### config.mk
export PLATFORM = sky130hd
export DESIGN_NAME = i2c_mst_arbiter
export DESIGN_NICKNAME = d
export VERILOG_FILES = /design/src/rtl/i2c_mst_arbiter.sv
export SDC_FILE = /design/constraint.sdc
export NUM_CORES = 1
export LEC_CHECK = 0
export ABC_CLOCK_PERIOD_IN_PS = 4300
export CAP_MARGIN = 0
export CORE_AREA = 2 2 384 386
export CTS_CLUSTER_DIAMETER = 60
export DETAILED_ROUTE_END_ITERATION = 12
export DIE_AREA = 0 0 386 388
export SLEW_MARGIN = 20
export SYNTH_ARGS = -nofsm -noshare
export SYNTH_HDL_FRONTEND = slang
export SYNTH_SLANG_ARGS = --single-unit
### constraint.sdc
create_clock -name clk -period 4.3 [get_ports clk]
set_input_delay 0.43 -clock clk [delete_from_list [all_inputs] [get_ports clk]]
set_output_delay 0.43 -clock clk [all_outputs]
set_load 0.01 [all_outputs]
### src/rtl/i2c_mst_arbiter.sv
// ---------------------------------------------------------------------------
// i2c_mst_arbiter
//   Shares one I2C master core between NUM_REQ requesters. A granted request
//   (16-bit control word + 128-bit write payload) is copied into registers and
//   presented to the core on mst_ctrl/mst_wfifo. The block then tracks the
//   core busy flag and returns read data plus a timeout flag to the owner.
//
//   Build option: define I2C_ARB_FIXED_PRIO_EN for fixed priority
//   (lowest index wins). Default build is round-robin.
//
// Ports
//   clk, rstn            clock, asynchronous active-low reset
//   req_valid[N]         requester i has a transfer pending
//   req_ready[N]         one-cycle accept pulse to the granted requester
//   req_ctrl[16*N]       slice i: [15:9] addr, [8] rd_wr, [3:0] len-1
//   req_wdata[128*N]     slice i: write payload, MSB byte first
//   rsp_valid[N]         one-cycle completion pulse to the owner
//   rsp_rdata[128]       read data, meaningful with rsp_valid
//   rsp_err              timeout flag, meaningful with rsp_valid
//   mst_ctrl[16]         to core: {addr, rd_wr, pld_rdy, 3'b0, len-1}
//   mst_wfifo[128]       to core: registered payload
//   mst_rfifo[128]       from core: read data
//   mst_status[8]        from core: [7] busy
// ---------------------------------------------------------------------------
module i2c_mst_arbiter #(
  parameter int          NUM_REQ     = 4,
  parameter logic [15:0] TIMEOUT_CYC = 16'hFFFF
) (
  input  logic                     clk,
  input  logic                     rstn,
  input  logic [NUM_REQ-1:0]       req_valid,
  output logic [NUM_REQ-1:0]       req_ready,
  input  logic [16*NUM_REQ-1:0]    req_ctrl,
  input  logic [128*NUM_REQ-1:0]   req_wdata,
  output logic [NUM_REQ-1:0]       rsp_valid,
  output logic [127:0]             rsp_rdata,
  output logic                     rsp_err,
  output logic [15:0]              mst_ctrl,
  output logic [127:0]             mst_wfifo,
  input  logic [127:0]             mst_rfifo,
  input  logic [7:0]               mst_status
);

  localparam int IDX_W = $clog2(NUM_REQ);

  typedef enum logic [2:0] {
    ST_IDLE   = 3'd0,
    ST_LAUNCH = 3'd1,
    ST_RUN    = 3'd2,
    ST_DRAIN  = 3'd3,
    ST_RESP   = 3'd4
  } state_t;

  state_t           state;
  logic [15:0]      timer;
  logic [IDX_W-1:0] owner;
  logic             busy;
  logic             busy_q;
  logic             any_req;
  logic [IDX_W-1:0] win;
  logic [15:0]      sel_ctrl;
  logic [127:0]     sel_wdata;
  logic             timer_hit;

  assign busy      = mst_status[7];
  assign any_req   = |req_valid;
  assign sel_ctrl  = req_ctrl[int'(win)*16 +: 16];
  assign sel_wdata = req_wdata[int'(win)*128 +: 128];
  // A phase lasts exactly TIMEOUT_CYC cycles: the expiring cycle is the one
  // in which the timer would step onto TIMEOUT_CYC.
  assign timer_hit = (timer == TIMEOUT_CYC - 16'd1);

  // Status bits other than busy and the reserved control nibble are ignored.
  logic unused_bits;
  assign unused_bits = ^{mst_status[6:0], sel_ctrl[7:4]};

  // Requester handshake: a request is pending while req_valid[i] is high.
  // The arbiter accepts it with a single-cycle req_ready[i] pulse and copies
  // ctrl/wdata in that same cycle; req_valid[i] may drop afterwards. A request
  // withdrawn before the pulse is simply never transferred. Completion comes
  // back later as a single-cycle rsp_valid[i] pulse with rsp_rdata/rsp_err.

`ifdef I2C_ARB_FIXED_PRIO_EN
  // Fixed priority: the lowest pending index wins.
  always_comb begin
    win = '0;
    for (int i = NUM_REQ - 1; i >= 0; i--) begin
      if (req_valid[i]) win = IDX_W'(i);
    end
  end
`else
  // Round-robin: search starts one past the last winner and wraps.
  logic [IDX_W-1:0] rr_ptr;

  always_comb begin
    int  idx;
    logic found;
    win   = '0;
    idx   = 0;
    found = 1'b0;
    for (int i = 1; i <= NUM_REQ; i++) begin
      idx = int'(rr_ptr) + i;
      if (idx >= NUM_REQ) idx = idx - NUM_REQ;
      if (!found && req_valid[idx]) begin
        win   = IDX_W'(idx);
        found = 1'b1;
      end
    end
  end

  always_ff @(posedge clk or negedge rstn) begin
    if (!rstn) begin
      rr_ptr <= IDX_W'(NUM_REQ - 1);
    end else if (state == ST_IDLE && any_req && !busy) begin
      rr_ptr <= win;
    end
  end
`endif

  always_ff @(posedge clk or negedge rstn) begin
    if (!rstn) begin
      state     <= ST_IDLE;
      timer     <= '0;
      owner     <= '0;
      busy_q    <= 1'b0;
      req_ready <= '0;
      rsp_valid <= '0;
      rsp_rdata <= '0;
      rsp_err   <= 1'b0;
      mst_ctrl  <= '0;
      mst_wfifo <= '0;
    end else begin
      req_ready <= '0;
      rsp_valid <= '0;
      busy_q    <= busy;
      timer     <= (timer == TIMEOUT_CYC) ? timer : timer + 16'd1;

      case (state)
        ST_IDLE: begin
          if (any_req && !busy) begin
            req_ready <= NUM_REQ'(1) << win;
            owner     <= win;
            mst_ctrl  <= {sel_ctrl[15:8], 1'b1, 3'b000, sel_ctrl[3:0]};
            mst_wfifo <= sel_wdata;
            timer     <= '0;
            state     <= ST_LAUNCH;
          end
        end

        ST_LAUNCH: begin
          if (busy) begin
            mst_ctrl[7] <= 1'b0;
            timer       <= '0;
            state       <= ST_RUN;
          end else if (timer_hit) begin
            rsp_err   <= 1'b1;
            rsp_rdata <= '0;
            rsp_valid <= NUM_REQ'(1) << owner;
            timer     <= '0;
            state     <= ST_RESP;
          end
        end

        // busy_q was 1 on entry, so a 0 here is the core's busy fall seen
        // through the sampling flop: capture, then respond.
        ST_RUN: begin
          if (!busy_q) begin
            rsp_err   <= 1'b0;
            rsp_rdata <= mst_rfifo;
            rsp_valid <= NUM_REQ'(1) << owner;
            timer     <= '0;
            state     <= ST_RESP;
          end else if (timer_hit) begin
            timer <= '0;
            state <= ST_DRAIN;
          end
        end

        // The core is still on the bus; the payload must stay put until it
        // lets go, then report the timeout with no data.
        ST_DRAIN: begin
          if (!busy_q) begin
            rsp_err   <= 1'b1;
            rsp_rdata <= '0;
            rsp_valid <= NUM_REQ'(1) << owner;
            timer     <= '0;
            state     <= ST_RESP;
          end
        end

        ST_RESP: begin
          mst_ctrl  <= '0;
          mst_wfifo <= '0;
          timer     <= '0;
          state     <= ST_IDLE;
        end

        default: begin
          state <= ST_IDLE;
        end
      endcase
    end
  end

endmodule

==> impl_metrics.json <==
{
  "run_status": "completed",
  "yosys.area_share.xor_xnor_pct": 0.556,
  "dp_hpwl_mm": 107,
  "crit_path_end": "mst_wfifo[18]",
  "drt_iter0_markers": 979,
  "num_vias": 17400,
  "postRouteAntennaNets": 0,
  "r2r-start": "rr_ptr[1]",
  "grt_pass1_vias": 17500,
  "drt_pass1_iterations": 5,
  "p_sw_mw": 7.77,
  "cts_buffers": 54,
  "cts_tree": "built",
  "grt_max_degree": 133,
  "maxCapViolations": 0,
  "period_share_pct": 79.6,
  "tns_ns": 0,
  "netlist_top_cells_area": "dfrtp_1, mux2i_1, a22o_1",
  "route.detailed.wl_per_inst_um": 28.8,
  "r2r_end": "mst_wfifo[18]",
  "finClkSkew_ns": 0.0267,
  "route.layer.met1.wl_mm": 50.9,
  "syn_area_um2": 15800,
  "drive_above_1_share_pct": 6.09,
  "placed_cells": 4346,
  "die_w_um": 386,
  "wl_met2_mm": 63.2,
  "async_reset_ff_share_pct": 100,
  "tightest_slew_ns": 0.807,
  "power_density_nw_per_um2": 639,
  "ys_seq_area_share_pct": 48.0,
  "power_frac_comb_pct": 50.7,
  "cts_buffer_depth": 3,
  "startpoint": "rr_ptr[1]",
  "fin_area_um2": 29700,
  "r2r_cells": 6,
  "gp_congestion": 0.936,
  "seqPwrFrac_pct": 25.8,
  "placed_cell_area_um2": 27800,
  "fin_cells": 4464,
  "final_cell_mix": "clkdlybuf4s50_1, dfrtp_1, nand2_1",
  "critPathLaunchType": "register",
  "cp.arrival_ns": 3.92,
  "min_path_type": "in2reg",
  "slew_headroom_pct": 46.2,
  "met3_length_mm": 11.1,
  "gr-total-overflow": 0,
  "track_usage_pct": 16.5,
  "synthCells": 1567,
  "synth_top_family_by_area": "compound AO/OA/AOI/OAI gates",
  "period_needed_ns": 3.42,
  "finalSetupViolations": 0,
  "cp-end-kind": "register",
  "wl_mm": 129,
  "synthAdderAreaFrac_pct": 0.159,
  "hold_viol_final": 0,
  "synth_top_area_share_pct": 47.6,
  "synthSimpleGateAreaFrac_pct": 10.8,
  "highest_layer": "met5",
  "cts_sinks": 302,
  "syn_area_per_cell_um2": 10.1,
  "path_clk_slew_ns": 0.06,
  "fmax_mhz": 292,
  "irDropWorstVdd_v": 0.000322,
  "start_util_pct": 10.9,
  "ys_ff_latch": 302,
  "post_cts_buffers": 0,
  "portBuffers": 972,
  "clk-insertion-delay-late_ns": 0.64,
  "switching_share_pct": 41.0,
  "grt_pass1_wl_mm": 166,
  "nNetsFinal": 3206,
  "htree_levels": 2,
  "yosys_warnings": 0,
  "io_pins": 999,
  "critPathMaxFanout": 23,
  "synth.distinct_cells": 52,
  "critPathKind": "reg2reg",
  "synth_flop_cell": "dfrtp_1",
  "p_int_mw": 11.2,
  "rsz0062_at_grt": "no",
  "muxShareOfSynthArea_pct": 9.08,
  "drt_drc_violations_left": 0,
  "pwr-share-clk_pct": 23.5,
  "root_buffer": "clkbuf_16",
  "antenna_found_initial": 73,
  "synth_largest_area_cell": "dfrtp_1",
  "synth_compound_area_share_pct": 26.2,
  "area_growth_pct": 88.3,
  "die_area_um2": 150000,
  "slew_violations": 0,
  "die-height_um": 388,
  "synth-edff-count": 0,
  "layout_commonest_cell": "clkdlybuf4s50_1",
  "rrSetupSlack_ns": 0.88,
  "leakagePower_nw": 11.7,
  "via_per_inst": 3.90,
  "required_ns": 4.80,
  "num_rows": 140,
  "coreArea_um2": 145000
}
==> worst min path at each step <==
| stage | endpoint | from | depth (start not counted) |
|---|---|---|---|
| after floorplan | busy_q | rstn | 0 |
| after global placement | mst_wfifo[53] | mst_wfifo[53] | 2 |
| after detailed placement | rsp_rdata[112] | rsp_rdata[112] | 1 |
| after CTS | rsp_rdata[3] | mst_rfifo[3] | 2 |
| after global routing | rsp_rdata[122] | mst_rfifo[122] | 2 |
| final | rsp_rdata[30] | mst_rfifo[30] | 2 |
==> registers in the layout, indices dropped and copies added, names as in the netlist, 3 cells and up <==
register	flops
rsp_valid	4
rsp_rdata	128
req_ready	4
state	3
mst_ctrl	13
mst_wfifo	128
timer	16
==> critical path, cell delays in order, from the launching register on <==
cell       delay, ns
dfstp_2         0.67
mux2i_1         0.48
o2bb2ai_4       0.33
nor2_8          0.69
buf_12          0.30
mux2i_1         0.64
o211ai_1        0.14
==> layout make-up <==
class,count,area (um^2)
timing repair buffer,1021,10400
clock inverter,28,338
fill,15900,116000
clock buffer,70,1500
antenna,19,47.5
inverter,6,22.5
tap,1917,2400
multi-input combinational,1101,7460
sequential,302,7560
==> through the flow <==
| step | setup WS (ns) | util (%) | power (mW) | hold WS (ns) |
|---|---|---|---|---|
| detailed placement | 0.608 | 19.1 | 14.9 | 0.490 |
| global route | 0.763 | 20.4 | 20.0 | 0.349 |
| CTS | 0.805 | 20.4 | 19.5 | 0.329 |
| floorplan | 2.24 | - | 8.71 | 0.134 |
| global placement | 0.689 | 19.1 | 14.8 | 0.490 |
| finish | 0.875 | 20.4 | 19.0 | 0.395 |
==> timing repair <==
action | in CTS | in global routing
endpoints found under the hold margin | 90 | 0
hold buffers | 1 | 0
gates resized for setup | 0 | 0
==> power groups by stage <==
stage | clock network [mW] | logic [mW] | registers, mW
after floorplan | 0 | 3.43 | 5.28
after global placement | 0 | 9.89 | 4.89
after detailed placement | 0 | 9.93 | 4.93
after CTS | 4.63 | 9.95 | 4.89
after global routing | 4.73 | 10.3 | 5.03
final | 4.46 | 9.62 | 4.89
==> cell usage after synthesis (all sizes together) (2+ instances only) <==
cell,instances
nand2b,2
and4,2
dfstp,2
nor2,26
a2111oi,2
clkbuf,65
ha,2
nor3,7
xor2,3
inv,6
a211oi,2
nand3,149
a21o,140
buf,95
nor3b,2
o211ai,142
nand2,155
and2,3
a21oi,9
dfrtp,300
o21ai,145
xnor2,7
nor4,2
nor2b,2
and3,11
mux2i,143
a22o,128
==> routing by layer <==
layer,track usage [%],vias to the layer above
met4,3.69,34
met3,5.74,193
met1,19.2,8698
met5,0,-
li1,-,7699
met2,28.6,798
==> kinds of logic after synthesis <==
family          Yosys count
fa+ha+maj                 2
buf+inv                 166
other cells               1
simple gates            367
mux                     143
flops                   302
xor+xnor                 10
compound gates          576
No activity file was read; power rests on OpenSTA's default activity.
